## config.mk

```make
export PLATFORM = sky130hd
export DESIGN_NAME = cmd_frame_decoder
export DESIGN_NICKNAME = d
export VERILOG_FILES = /design/src/rtl/cmd_frame_pkg.sv /design/src/rtl/cmd_frame_decoder_reset_pulse_gen.sv /design/src/rtl/cmd_frame_decoder.sv
export SDC_FILE = /design/constraint.sdc
export NUM_CORES = 1
export LEC_CHECK = 0
export ABC_CLOCK_PERIOD_IN_PS = 7870
export BUFFER_PORTS_ARGS = -buffer_cell sky130_fd_sc_hd__buf_4
export CAP_MARGIN = 25
export CELL_PAD_IN_SITES_DETAIL_PLACEMENT = 0
export CELL_PAD_IN_SITES_GLOBAL_PLACEMENT = 1
export CORE_ASPECT_RATIO = 1.75
export CORE_MARGIN = 10
export CORE_UTILIZATION = 50
export CTS_BUF_LIST = sky130_fd_sc_hd__clkbuf_2
export CTS_CLUSTER_SIZE = 16
export DETAILED_ROUTE_END_ITERATION = 8
export PLACE_DENSITY_LB_ADDON = 0.3
export SYNTH_ARGS = -nofsm -noshare
export SYNTH_HDL_FRONTEND = slang
export SYNTH_SLANG_ARGS = --single-unit
```

## constraint.sdc

```tcl
create_clock -name clk -period 7.87 [get_ports clk]
set_input_delay 1.574 -clock clk [delete_from_list [all_inputs] [get_ports clk]]
set_output_delay 1.574 -clock clk [all_outputs]
set_load 0.02 [all_outputs]
```

## src/rtl/cmd_frame_pkg.sv

```systemverilog
// Shared encodings for the command frame decoder: FSM states, rejection causes
// and command opcode nibbles.
package cmd_frame_pkg;

    typedef enum logic [2:0] {
        IDLE  = 3'd0,
        RECV  = 3'd1,
        DROP  = 3'd2,
        CHECK = 3'd3,
        EXEC  = 3'd4
    } state_t;

    localparam logic [2:0] ERR_NONE    = 3'd0;
    localparam logic [2:0] ERR_BAD_HDR = 3'd1;
    localparam logic [2:0] ERR_LONG    = 3'd2;
    localparam logic [2:0] ERR_SHORT   = 3'd3;
    localparam logic [2:0] ERR_CKSUM   = 3'd4;
    localparam logic [2:0] ERR_TRAILER = 3'd5;
    localparam logic [2:0] ERR_ID      = 3'd6;
    localparam logic [2:0] ERR_REJECT  = 3'd7;

    localparam logic [3:0] OP_HOST      = 4'd1;
    localparam logic [3:0] OP_RESET     = 4'd2;
    localparam logic [3:0] OP_PWR_ON    = 4'd3;
    localparam logic [3:0] OP_PWR_OFF   = 4'd4;
    localparam logic [3:0] OP_RESET_ALL = 4'd5;

endpackage

```

## src/rtl/cmd_frame_decoder_reset_pulse_gen.sv

```systemverilog
// Single-channel retriggerable reset pulse: high for exactly RESET_CYCLES
// cycles after the last trigger.
module reset_pulse_gen #(
    parameter logic [31:0] RESET_CYCLES = 32'd16
) (
    input  logic clk,
    input  logic rst_n,
    input  logic trigger,
    output logic pulse
);

    logic [31:0] cnt;

    always_ff @(posedge clk or negedge rst_n) begin
        if (!rst_n) begin
            cnt <= '0;
        end else if (trigger) begin
            cnt <= RESET_CYCLES;
        end else if (cnt != '0) begin
            cnt <= cnt - 32'd1;
        end
    end

    assign pulse = (cnt != '0);

endmodule

```

## src/rtl/cmd_frame_decoder.sv

```systemverilog
// Frame decoder for the redundant-CPU command link: gap-delimited frames are
// validated, then host-select / reset / power commands are executed.
module cmd_frame_decoder
    import cmd_frame_pkg::*;
#(
    parameter int          FRAME_LEN    = 8,
    parameter logic [7:0]  HDR0         = 8'hEB,
    parameter logic [7:0]  HDR1         = 8'h90,
    parameter logic [7:0]  TRL0         = 8'h09,
    parameter logic [7:0]  TRL1         = 8'hD7,
    parameter logic [7:0]  BOARD_ID     = 8'hAB,
    parameter int          N_CPU        = 2,
    parameter logic [31:0] RESET_CYCLES = 32'd16,
    parameter int          HOST_W       = $clog2(N_CPU)
) (
    input  logic              clk,
    input  logic              rst_n,
    input  logic              byte_valid,
    input  logic [7:0]        byte_data,
    input  logic              frame_gap,
    output logic [HOST_W-1:0] host_sel,
    output logic              force_swi,
    output logic [N_CPU-1:0]  reset_out,
    output logic [N_CPU-1:0]  power_on,
    output logic              frame_ok,
    output logic              frame_err,
    output logic [2:0]        err_code,
    output logic [2:0]        state
);

    localparam logic [4:0] LEN = 5'(FRAME_LEN);

    state_t            st, st_nxt;
    logic [4:0]        cnt, cnt_nxt;
    logic [7:0]        fbuf [FRAME_LEN];
    logic              store_en;
    logic [2:0]        drop_code, drop_code_nxt, err_code_nxt;
    logic              frame_ok_nxt, frame_err_nxt, force_swi_nxt;
    logic [HOST_W-1:0] host_sel_nxt;
    logic [N_CPU-1:0]  power_on_nxt, rst_trig;
    logic              exec_ok;

    logic [7:0]        cksum;
    logic [2:0]        chk_code;
    logic [3:0]        op, tgt;
    logic [HOST_W-1:0] tgt_idx;
    logic              tgt_bad;

    assign state = st;

    // Frame validation; the if-chain gives the lowest failing code priority.
    always_comb begin
        cksum = '0;
        for (int i = 2; i <= FRAME_LEN - 3; i++) begin
            cksum = cksum + fbuf[i];
        end
        chk_code = ERR_NONE;
        if (fbuf[0] != HDR0 || fbuf[1] != HDR1) begin
            chk_code = ERR_BAD_HDR;
        end else if (cksum != 8'd0) begin
            chk_code = ERR_CKSUM;
        end else if (fbuf[FRAME_LEN-2] != TRL0 || fbuf[FRAME_LEN-1] != TRL1) begin
            chk_code = ERR_TRAILER;
        end else if (fbuf[3] != BOARD_ID) begin
            chk_code = ERR_ID;
        end
    end

    assign op      = fbuf[4][7:4];
    assign tgt     = fbuf[4][3:0];
    assign tgt_idx = tgt[HOST_W-1:0];
    assign tgt_bad = ({28'd0, tgt} >= 32'(N_CPU));

    always_comb begin
        st_nxt        = st;
        cnt_nxt       = cnt;
        store_en      = 1'b0;
        drop_code_nxt = drop_code;
        err_code_nxt  = err_code;
        frame_ok_nxt  = 1'b0;
        frame_err_nxt = 1'b0;
        force_swi_nxt = 1'b0;
        host_sel_nxt  = host_sel;
        power_on_nxt  = power_on;
        rst_trig      = '0;
        exec_ok       = 1'b0;

        case (st)
            IDLE: begin
                if (byte_valid) begin
                    if (byte_data == HDR0) begin
                        store_en = 1'b1;
                        cnt_nxt  = 5'd1;
                        st_nxt   = RECV;
                    end else begin
                        st_nxt        = DROP;
                        drop_code_nxt = ERR_BAD_HDR;
                    end
                end
            end

            RECV: begin
                if (byte_valid) begin
                    if (cnt == LEN) begin
                        st_nxt        = DROP;
                        drop_code_nxt = ERR_LONG;
                    end else begin
                        store_en = 1'b1;
                        cnt_nxt  = cnt + 5'd1;
                        if (cnt == 5'd1 && byte_data != HDR1) begin
                            st_nxt        = DROP;
                            drop_code_nxt = ERR_BAD_HDR;
                        end
                    end
                end
                // A gap alongside a byte is judged after that byte is counted.
                if (frame_gap) begin
                    if (st_nxt == DROP) begin
                        st_nxt        = IDLE;
                        frame_err_nxt = 1'b1;
                        err_code_nxt  = drop_code_nxt;
                    end else if (cnt_nxt == LEN) begin
                        st_nxt = CHECK;
                    end else begin
                        st_nxt        = IDLE;
                        frame_err_nxt = 1'b1;
                        err_code_nxt  = ERR_SHORT;
                    end
                end
            end

            DROP: begin
                if (frame_gap) begin
                    st_nxt        = IDLE;
                    frame_err_nxt = 1'b1;
                    err_code_nxt  = drop_code;
                end
            end

            CHECK: begin
                if (chk_code == ERR_NONE) begin
                    st_nxt = EXEC;
                end else begin
                    st_nxt        = IDLE;
                    frame_err_nxt = 1'b1;
                    err_code_nxt  = chk_code;
                end
            end

            EXEC: begin
                st_nxt = IDLE;
                if (!tgt_bad) begin
                    case (op)
                        OP_HOST: begin
                            exec_ok       = 1'b1;
                            host_sel_nxt  = tgt_idx;
                            force_swi_nxt = 1'b1;
                        end
                        OP_RESET: begin
                            if (tgt_idx != host_sel) begin
                                exec_ok           = 1'b1;
                                rst_trig[tgt_idx] = 1'b1;
                            end
                        end
                        OP_PWR_ON: begin
                            exec_ok               = 1'b1;
                            power_on_nxt[tgt_idx] = 1'b1;
                            host_sel_nxt          = tgt_idx;
                            force_swi_nxt         = 1'b1;
                        end
                        OP_PWR_OFF: begin
                            if (tgt_idx != host_sel) begin
                                exec_ok               = 1'b1;
                                power_on_nxt[tgt_idx] = 1'b0;
                            end
                        end
                        OP_RESET_ALL: begin
                            exec_ok       = 1'b1;
                            rst_trig      = '1;
                            host_sel_nxt  = tgt_idx;
                            force_swi_nxt = 1'b1;
                        end
                        default: exec_ok = 1'b0;
                    endcase
                end
                if (exec_ok) begin
                    frame_ok_nxt = 1'b1;
                    err_code_nxt = ERR_NONE;
                end else begin
                    frame_err_nxt = 1'b1;
                    err_code_nxt  = ERR_REJECT;
                end
            end

            default: st_nxt = IDLE;
        endcase
    end

    always_ff @(posedge clk or negedge rst_n) begin
        if (!rst_n) begin
            st        <= IDLE;
            cnt       <= '0;
            drop_code <= ERR_NONE;
            err_code  <= ERR_NONE;
            frame_ok  <= 1'b0;
            frame_err <= 1'b0;
            force_swi <= 1'b0;
            host_sel  <= '0;
            power_on  <= '1;
        end else begin
            st        <= st_nxt;
            cnt       <= cnt_nxt;
            drop_code <= drop_code_nxt;
            err_code  <= err_code_nxt;
            frame_ok  <= frame_ok_nxt;
            frame_err <= frame_err_nxt;
            force_swi <= force_swi_nxt;
            host_sel  <= host_sel_nxt;
            power_on  <= power_on_nxt;
        end
    end

    always_ff @(posedge clk or negedge rst_n) begin
        if (!rst_n) begin
            for (int i = 0; i < FRAME_LEN; i++) fbuf[i] <= '0;
        end else if (store_en) begin
            for (int i = 0; i < FRAME_LEN; i++) begin
                if (cnt == 5'(i)) fbuf[i] <= byte_data;
            end
        end
    end

    for (genvar g = 0; g < N_CPU; g++) begin : g_rst
        reset_pulse_gen #(
            .RESET_CYCLES(RESET_CYCLES)
        ) u_pulse (
            .clk    (clk),
            .rst_n  (rst_n),
            .trigger(rst_trig[g]),
            .pulse  (reset_out[g])
        );
    end

endmodule
```

==> impl_metrics.yaml, run 1 <==
route:
  wl_per_cell_um: 17.8
  vias: 5481
  drtIter0Drc: 235
  detail_route.first_pass.iterations: 5
  drc: 0
  vias_per_cell: 5.79
  ant_nets: 0
  drt_wl_total_mm: 16.8
clocking:
  cts_max_path_buffers: 2
  root_buffer: "clkbuf_2"
  cts_made_buffers: 17
  cts_tree: "done"
  cts_sinks: 148
  h-tree-depth: 4
  clk_pin_slew_worst_paths_ns: 0.25
  cts_hold_buf: 0
  clkLatencyLatePin_ns: 0.74
  postCtsSetupBuffers: 0
  cts_resized: 0
place:
  dp_hpwl_mm: 12.6
  io_buffers: 25
  place_congestion: 0.894
die:
  fp.dieW_um: 114
  io-pin-count: 26
  initial_core_util_pct: 50.8
  dieArea_um2: 21100
  num_rows: 60
  core_area_um2: 15300
  die_h_um: 185
timing:
  fin_crit_ns: 4.73
  clock.fmax_mhz: 211
  worstMarginPinSlew_ns: 0.852
  finalSetupViolations: 0
  tns_ns: 0
  slew_headroom_pct: 43.2
  final_hold_viol_count: 0
  skew_ns: 0.0647
  min_period_over_period_pct: 60.1
  rsz0062_at_grt: "no"
  slew_viol_final: 0
setup_path:
  cp_num_buf_inv: 1
  cp_top_family: "simple AND/OR/NAND/NOR gates"
  reg2reg_setup_slack_ns: 3.83
  slowest_stage: "or4_4"
  arrival_ns: 3.16
  crit_fanout: 6
  crit_type: "reg2out"
  cp_num_cells: 5
  cp_cell_sequence: "or4_4, nand4bb_4, or4_1, or3_1, buf_4"
  required_ns: 6.30
  end_kind: "output port"
  worst_setup_path_start_kind: "flip-flop"
  ff2ff_path_depth: 12
  max_stage_delay_ns: 0.55
hold_path:
  hold_depth: 1
  min_path_type: "reg2reg"
finish:
  num-nets-final: 787
  area_growth_pct: 7.69
  layout_commonest_cell: "dfrtp_1"
  final_cell_mix: "146 x dfrtp_1, 92 x nor2_1, 67 x mux2_2"
  drive_gt1_share_pct: 18.8
status:
  outcome: "completed"
global_routing:
  antenna_found_initial: 1
  grt_start_max_net_pins: 79
  overflow: 0
  grt_first_pass_wirelength_mm: 28.9
  grt_pass1_vias: 6021
  grt_usage_pct: 16.9
pwr:
  p_leak_nw: 4.08
  cellPowerDensity_nw_per_um2: 156
  irDropWorstVdd_mv: 0.108
  power_mw: 1.31
logic_synthesis:
  syn_inst: 728
  async_reset_ff_share_pct: 100
  mappedNetlistNets: 769
  syn-cell-area_um2: 7770
  ys_ff_latch: 148
  synth.distinct_cells: 70
  avgSynthCellArea_um2: 10.7
  synth_ff_type: "dfrtp_1"
  synth-edff-count: 0
  synth-seq-area-share_pct: 47.7
  synth_warnings: 0
job:
  max_cap_viol_count: 0
[cell families (layout without fill, tap and decap cells)]
| group | Yosys count | after routing | synth area share, % |
|---|---|---|---|
| simple gates | 276 | 276 | 18.9 |
| mux | 69 | 69 | 9.96 |
| buf+inv | 56 | 87 | 2.91 |
| flops | 148 | 148 | 47.7 |
| other cells | 0 | 1 | 0 |
| fa+ha+maj | 29 | 29 | 6.02 |
| compound gates | 88 | 88 | 7.49 |
| xor+xnor | 62 | 62 | 6.99 |
[layer usage]
| layer | wire length (um) | up-vias | GRT usage, % |
|---|---|---|---|
| met4 | 762 | 0 | 8.96 |
| met3 | 422 | 48 | 2.75 |
| met2 | 9280 | 100 | 31.3 |
| li1 | - | 2596 | - |
| met1 | 6350 | 2737 | 17.4 |
| met5 | 0 | - | 0 |
[worst reg2reg max path, cell delays in order, from the launching register on]
cell and delay (ns):
dfrtp_1 0.49, fa_1 0.50, fa_1 0.53, ha_1 0.16, inv_1 0.05, fa_1 0.39, nand2b_1 0.16, a21oi_1 0.24
xor2_1 0.12, nor3_1 0.52, nand2_1 0.21, o31ai_1 0.41, a2bb2oi_1 0.12
[stage by stage]
stage	instances	instance area, um2	setup WS, ns	util [%]	hold WS [ns]
after floorplan	728	7770	4.01	-	0.460
after global placement	913	8110	3.96	52.9	0.479
after detailed placement	913	8110	3.92	52.9	0.490
after CTS	945	8370	3.09	54.6	0.543
after global routing	946	8370	2.99	54.7	0.565
final	946	8370	3.14	54.7	0.541
[registers in the layout (all words and copies together), names as in the netlist, named ones only]
name / cells
frame_err: 1
state: 3
host_sel: 1
force_swi: 1
drop_code: 3
fbuf: 64
g_rst.u_pulse.cnt: 64
err_code: 3
cnt: 5
frame_ok: 1
[cells in the mapped netlist (all sizes together) (4+ instances only)]
cell type	count	area share [%]
o21ai	21	1.4
nor3	26	1.7
or4	6	0.63
nand3b	4	0.39
buf	6	0.50
fa	14	3.6
nor4b	7	0.87
xor2	24	2.7
dfrtp	146	47
or3	15	1.2
and3	4	0.32
nand2	46	2.3
mux2	67	9.7
nand4	4	0.32
and2	6	0.48
nand2b	12	0.97
nor3b	5	0.48
o22ai	4	0.32
clkbuf	24	1.2
a21oi	19	1.2
nor2	92	4.4
o31ai	4	0.39
nand4b	9	1.0
xnor2	38	4.3
ha	15	2.4
nand3	11	0.71
nor4	17	1.4
a31oi	6	0.48
inv	26	1.3
[final timing paths]
path                                          startpoint                       end
worst max register to register                  fbuf[25]               err_code[1]
worst max-delay path            g_rst[1].u_pulse.cnt[13]              reset_out[1]
worst min-delay path                            fbuf[59]                  fbuf[59]
worst min register to register                  fbuf[59]                  fbuf[59]
max in group asynchronous                          rst_n  g_rst[0].u_pulse.cnt[17]
min in group asynchronous                          rst_n   g_rst[0].u_pulse.cnt[1]
[layout make-up]
class | count | area, um2
Fill cell | 1384 | 6940
Inverter | 26 | 97.6
Timing Repair Buffer | 29 | 221
Antenna cell | 1 | 2.50
Multi-Input combinational cell | 524 | 3850
Tap cell | 186 | 233
Clock buffer | 17 | 85.1
Sequential cell | 148 | 3710
Clock inverter | 15 | 176
[where the power goes]
part	internal, mW	leakage, nW	switching (mW)	total, mW
combinational	0.0259	1.89	0.0527	0.0786
sequential	0.769	2.04	0.0111	0.780
clock	0.111	0.156	0.337	0.448
(Power assumes the default switching activity.)
==> run 2: changes to the inputs <==
Settings changed: ABC_CLOCK_PERIOD_IN_PS 7870 to 4000, CORE_UTILIZATION 50 to 47.
Clock period 7.87 ns to 4 ns, I/O delays scaled along.
==> run 2 against run 1 <==
Sequential power is 96% higher. Die area grew 5.5%. Register-to-register slack worse by 3.5 ns. Critical path type unchanged. Largest cell class unchanged. Largest power group unchanged. Highest routed layer unchanged.
==> impl_metrics.yaml, run 2 (synthesis results as in run 1) <==
setup_path:
  arrival_ns: 3.04
  end_kind: "output port"
  cp_cell_sequence: "or4_4, nand4bb_4, or4_4, or3_4, buf_6"
  slowest_stage: "or4_4"
  cp_top_family: "simple AND/OR/NAND/NOR gates"
  crit_type: "reg2out"
  worst_setup_path_start_kind: "flip-flop"
  required_ns: 3.20
  crit_fanout: 5
  max_stage_delay_ns: 0.57
  cp_num_buf_inv: 1
  path_common_cell: "or4_4"
global_routing:
  gr-usage-met1_pct: 17.8
  antenna_found_initial: 1
  grt_pass1_vias: 5796
  overflow: 0
  grt_first_pass_wirelength_mm: 28.8
  grtUsageMet3_pct: 3.37
  grtUsageMet2_pct: 29.4
  top_usage_layer: "met2"
  grt_start_max_net_pins: 89
  grt_usage_pct: 16.4
place:
  placedInstanceArea_um2: 8180
  dp_hpwl_mm: 12.4
  place_congestion: 0.890
  dp_slack_ns: 0.326
  io_buffers: 25
timing:
  skew_ns: 0.0258
  clock.fmax_mhz: 261
  holdWs_ns: 0.106
  slew_headroom_pct: 37.7
  worstMarginPinSlew_ns: 0.933
  layout_setup_ws_ns: 0.165
  finalSetupViolations: 0
  final_hold_viol_count: 0
  min_period_over_period_pct: 95.9
  slew_viol_final: 0
  fin_crit_ns: 3.84
route:
  drc: 0
  drt_wl_total_mm: 17.0
  wl_per_cell_um: 17.2
  detail_route.first_pass.iterations: 5
  ant_nets: 0
  vias_per_cell: 5.55
  drtIter0Drc: 216
  vias: 5508
job:
  max_cap_viol_count: 0
clocking:
  cts_max_path_buffers: 2
  cts_sinks: 148
  cts_hold_buf: 0
  h-tree-depth: 4
  clk_pin_slew_worst_paths_ns: 0.20
  root_buffer: "clkbuf_2"
  cts_tree: "done"
  cts_made_buffers: 17
  clkLatencyLatePin_ns: 0.71
pwr:
  irDropWorstVdd_mv: 0.242
  cellPowerDensity_nw_per_um2: 297
  p_leak_nw: 4.11
finish:
  n_fill_cell: 1497
  final_cell_mix: "146 x dfrtp_1, 92 x nor2_1, 67 x mux2_2"
  num-nets-final: 796
  drive_gt1_share_pct: 19.7
  finalInstanceArea_um2: 8470
  reg_top3: "fbuf (64), g_rst.u_pulse.cnt (64), cnt (5)"
  layout_commonest_cell: "dfrtp_1"
  area_growth_pct: 8.93
  finish.utilization_pct: 51.7
die:
  io-pin-count: 26
  initial_core_util_pct: 47.5
  die_h_um: 190
  dieArea_um2: 22300
  num_rows: 62
  fp.dieW_um: 117
  core_area_um2: 16400
hold_path:
  min_path_type: "in2async"
status:
  outcome: "completed"
-- run 2: area by class of cell --
class / instances / area (um2) / area share (%)
clock buffer: 17 / 85.1 / 1.00
antenna: 1 / 2.50 / 0.0296
multi-input combinational: 524 / 3870 / 45.7
tap: 224 / 280 / 3.31
timing repair buffer: 38 / 293 / 3.46
inverter: 26 / 97.6 / 1.15
clock inverter: 14 / 136 / 1.61
sequential: 148 / 3710 / 43.8
-- run 2: worst reg2reg max path, delay by kind of cell (launching register included) --
family                     cells  cell delay, ns
adders and majority gates      4            1.59
xor gates and xnor gates       1            0.11
buffers and inverters          1            0.06
and+or+nand+nor                3            0.64
DFF                            1            0.45
AOI/OAI and AO/OA              3            0.76
-- run 2: final timing paths --
kind	slack [ns]	start	to	cells after the start
worst min-delay path	0.11	rst_n	g_rst[0].u_pulse.cnt[21]	1
worst max-delay path	0.16	g_rst[1].u_pulse.cnt[13]	reset_out[1]	5
min in group clk	0.33	frame_gap	state[1]	2
max in group asynchronous	3.04	rst_n	fbuf[60]	2
worst min register to register	0.53	fbuf[60]	fbuf[60]	1
worst max register to register	0.32	fbuf[17]	err_code[0]	12
-- run 2: power by group --
part,internal (mW),total (mW),switching (mW)
Sequential,1.51,1.53,0.0233
Combinational,0.0522,0.157,0.105
Clock,0.279,0.824,0.545
-- run 2: stage by stage --
step	TNS (ns)	total power, mW	std cells
finish	0	2.52	992
global route	-0.00371	2.64	992
CTS	0	2.55	986
detailed placement	0	1.72	954
global placement	0	1.72	954
floorplan	0	1.63	728
-- run 2: routing by layer --
layer,part of all wire [%],vias up
met5,0,-
met4,2.6,0
met3,2.6,25
met2,56,75
met1,39,2797
li1,-,2611
-- run 2: repair_timing --
action                                  CTS  global route
setup buffers                             1             5
gates resized for setup                   1             3
endpoints found under the setup margin    1             2
pin swaps                                 0             4
==> run 3: changes to the inputs <==
Settings changed: CELL_PAD_IN_SITES_DETAIL_PLACEMENT 0 to 2, CELL_PAD_IN_SITES_GLOBAL_PLACEMENT 1 to 2, CORE_UTILIZATION 47 to 39.
==> run 3 against run 2 <==
Worst hold slack got worse by 0.021 ns. Non-clock buffer count fell by 3. Cell area rose by 0.55%. Power rose by 3.9%.
==> impl_metrics.yaml, run 3 (synthesis results as in run 1) <==
status:
  outcome: "completed"
setup_path:
  crit_fanout: 5
  arrival_ns: 2.98
  worst_setup_path_start_kind: "flip-flop"
  ff2ff_path_depth: 12
  crit_type: "reg2out"
  end_kind: "output port"
  reg2reg_to: "err_code[0]"
  reg2reg_setup_slack_ns: 0.26
  rr_startpoint: "fbuf[17]"
  required_ns: 3.20
place:
  dp_hpwl_mm: 15.6
  io_buffers: 25
  place_congestion: 0.810
  placed_cells: 973
  dp_slack_ns: 0.184
clocking:
  clkLatencyLatePin_ns: 0.79
  clk_pin_slew_worst_paths_ns: 0.25
  root_buffer: "clkbuf_2"
  cts_hold_buf: 0
  cts_made_buffers: 17
  cts_tree: "done"
  cts_max_path_buffers: 2
  cts_sinks: 148
  h-tree-depth: 4
route:
  wl_per_cell_um: 20.8
  vias_per_cell: 5.60
  route.met3.wl_um: 315
  drt-met1-wl_mm: 7.67
  dr_wl_met2_mm: 12.5
  detail_route.first_pass.iterations: 7
  drt_wl_total_mm: 21.0
  top_layer: "met4"
  drc: 0
  ant_nets: 0
  drtIter0Drc: 226
  vias: 5652
die:
  io-pin-count: 26
  initial_core_util_pct: 39.5
  fp.dieW_um: 127
  num_rows: 68
  dieArea_um2: 26200
  die_h_um: 207
  core_area_um2: 19700
global_routing:
  grt_start_max_net_pins: 89
  grt_first_pass_wirelength_mm: 34.8
  overflow: 0
  grt_pass1_vias: 6503
  grt_usage_pct: 16.8
  antenna_found_initial: 1
pwr:
  irDropWorstVdd_mv: 0.232
  p_leak_nw: 4.12
  cellPowerDensity_nw_per_um2: 307
timing:
  fin_crit_ns: 3.78
  finalSetupViolations: 0
  slew_headroom_pct: 41.7
  slew_viol_final: 0
  rsz0062_at_grt: "yes"
  final_hold_viol_count: 0
  worstMarginPinSlew_ns: 0.873
  holdWs_ns: 0.0846
  min_period_over_period_pct: 94.6
  clock.fmax_mhz: 264
  skew_ns: 0.0401
  layout_setup_ws_ns: 0.216
finish:
  drive_gt1_share_pct: 19.8
  area_growth_pct: 9.53
  final_cell_mix: "146 x dfrtp_1, 92 x nor2_1, 67 x mux2_2"
  layout_commonest_cell: "dfrtp_1"
  n_fill_cell: 2074
  fin_cells: 1010
  num-nets-final: 793
  reg_top3: "fbuf (64), g_rst.u_pulse.cnt (64), cnt (5)"
job:
  max_cap_viol_count: 0
hold_path:
  min_path_type: "in2async"
## run 3: per-stage QoR
| stage | area (um2) | power [mW] | util [%] | TNS (ns) |
|---|---|---|---|---|
| 3_5_place_dp | 8200 | 1.73 | 41.7 | 0 |
| 4_1_cts | 8500 | 2.66 | 43.2 | 0 |
| 5_1_grt | 8510 | 2.74 | 43.3 | -0.0238 |
| 6_report | 8510 | 2.61 | 43.3 | 0 |
| 3_3_place_gp | 8200 | 1.72 | 41.7 | 0 |
| 2_1_floorplan | 7770 | 1.63 | - | 0 |
## run 3: worst max-delay path by stage
stage                                        start  slack [ns]  cells after the start           end
after floorplan                           fbuf[17]        0.72                     12   err_code[0]
after global placement                    fbuf[17]        0.45                     12   err_code[0]
after detailed placement                  fbuf[17]        0.18                     12   err_code[0]
after CTS                 g_rst[1].u_pulse.cnt[15]        0.02                      5  reset_out[1]
after global routing                      fbuf[17]       -0.02                     12   err_code[0]
final                     g_rst[1].u_pulse.cnt[15]        0.22                      5  reset_out[1]
## run 3: timing repair
action                                  in CTS  in global routing
hold endpoints to repair                     0                  0
setup buffers                                5                  0
pin swaps                                    3                  1
endpoints found under the setup margin       2                  5
gates resized for setup                      3                  2
## run 3: per-layer routing
| metal | track usage, % | vias to the layer above |
|---|---|---|
| li1 | - | 2606 |
| met1 | 16.1 | 2963 |
| met2 | 34.3 | 56 |
| met3 | 2.66 | 27 |
| met4 | 6.12 | 0 |
| met5 | 0 | - |
## run 3: critical path, stage by stage (launching register included)
cell and delay [ns]:
dfrtp_1 0.44, or4_4 0.57, nand4bb_4 0.22, or4_4 0.45
or3_4 0.35, buf_4 0.17
## run 3: layout make-up
class | instances | area [um2] | area share [%]
diodes | 1 | 2.50 | 0.0294
repair buffers | 35 | 279 | 3.28
flip-flops and latches | 148 | 3710 | 43.5
clock inverters | 12 | 154 | 1.81
multi-input cells | 524 | 3870 | 45.5
inverters | 26 | 97.6 | 1.15
clock buffers | 19 | 95.1 | 1.12
well taps | 245 | 307 | 3.60
## run 3: report_power, final
part	total, mW	switching (mW)	internal (mW)
logic	0.164	0.111	0.0528
registers	1.53	0.0242	1.51
clock network	0.915	0.562	0.353
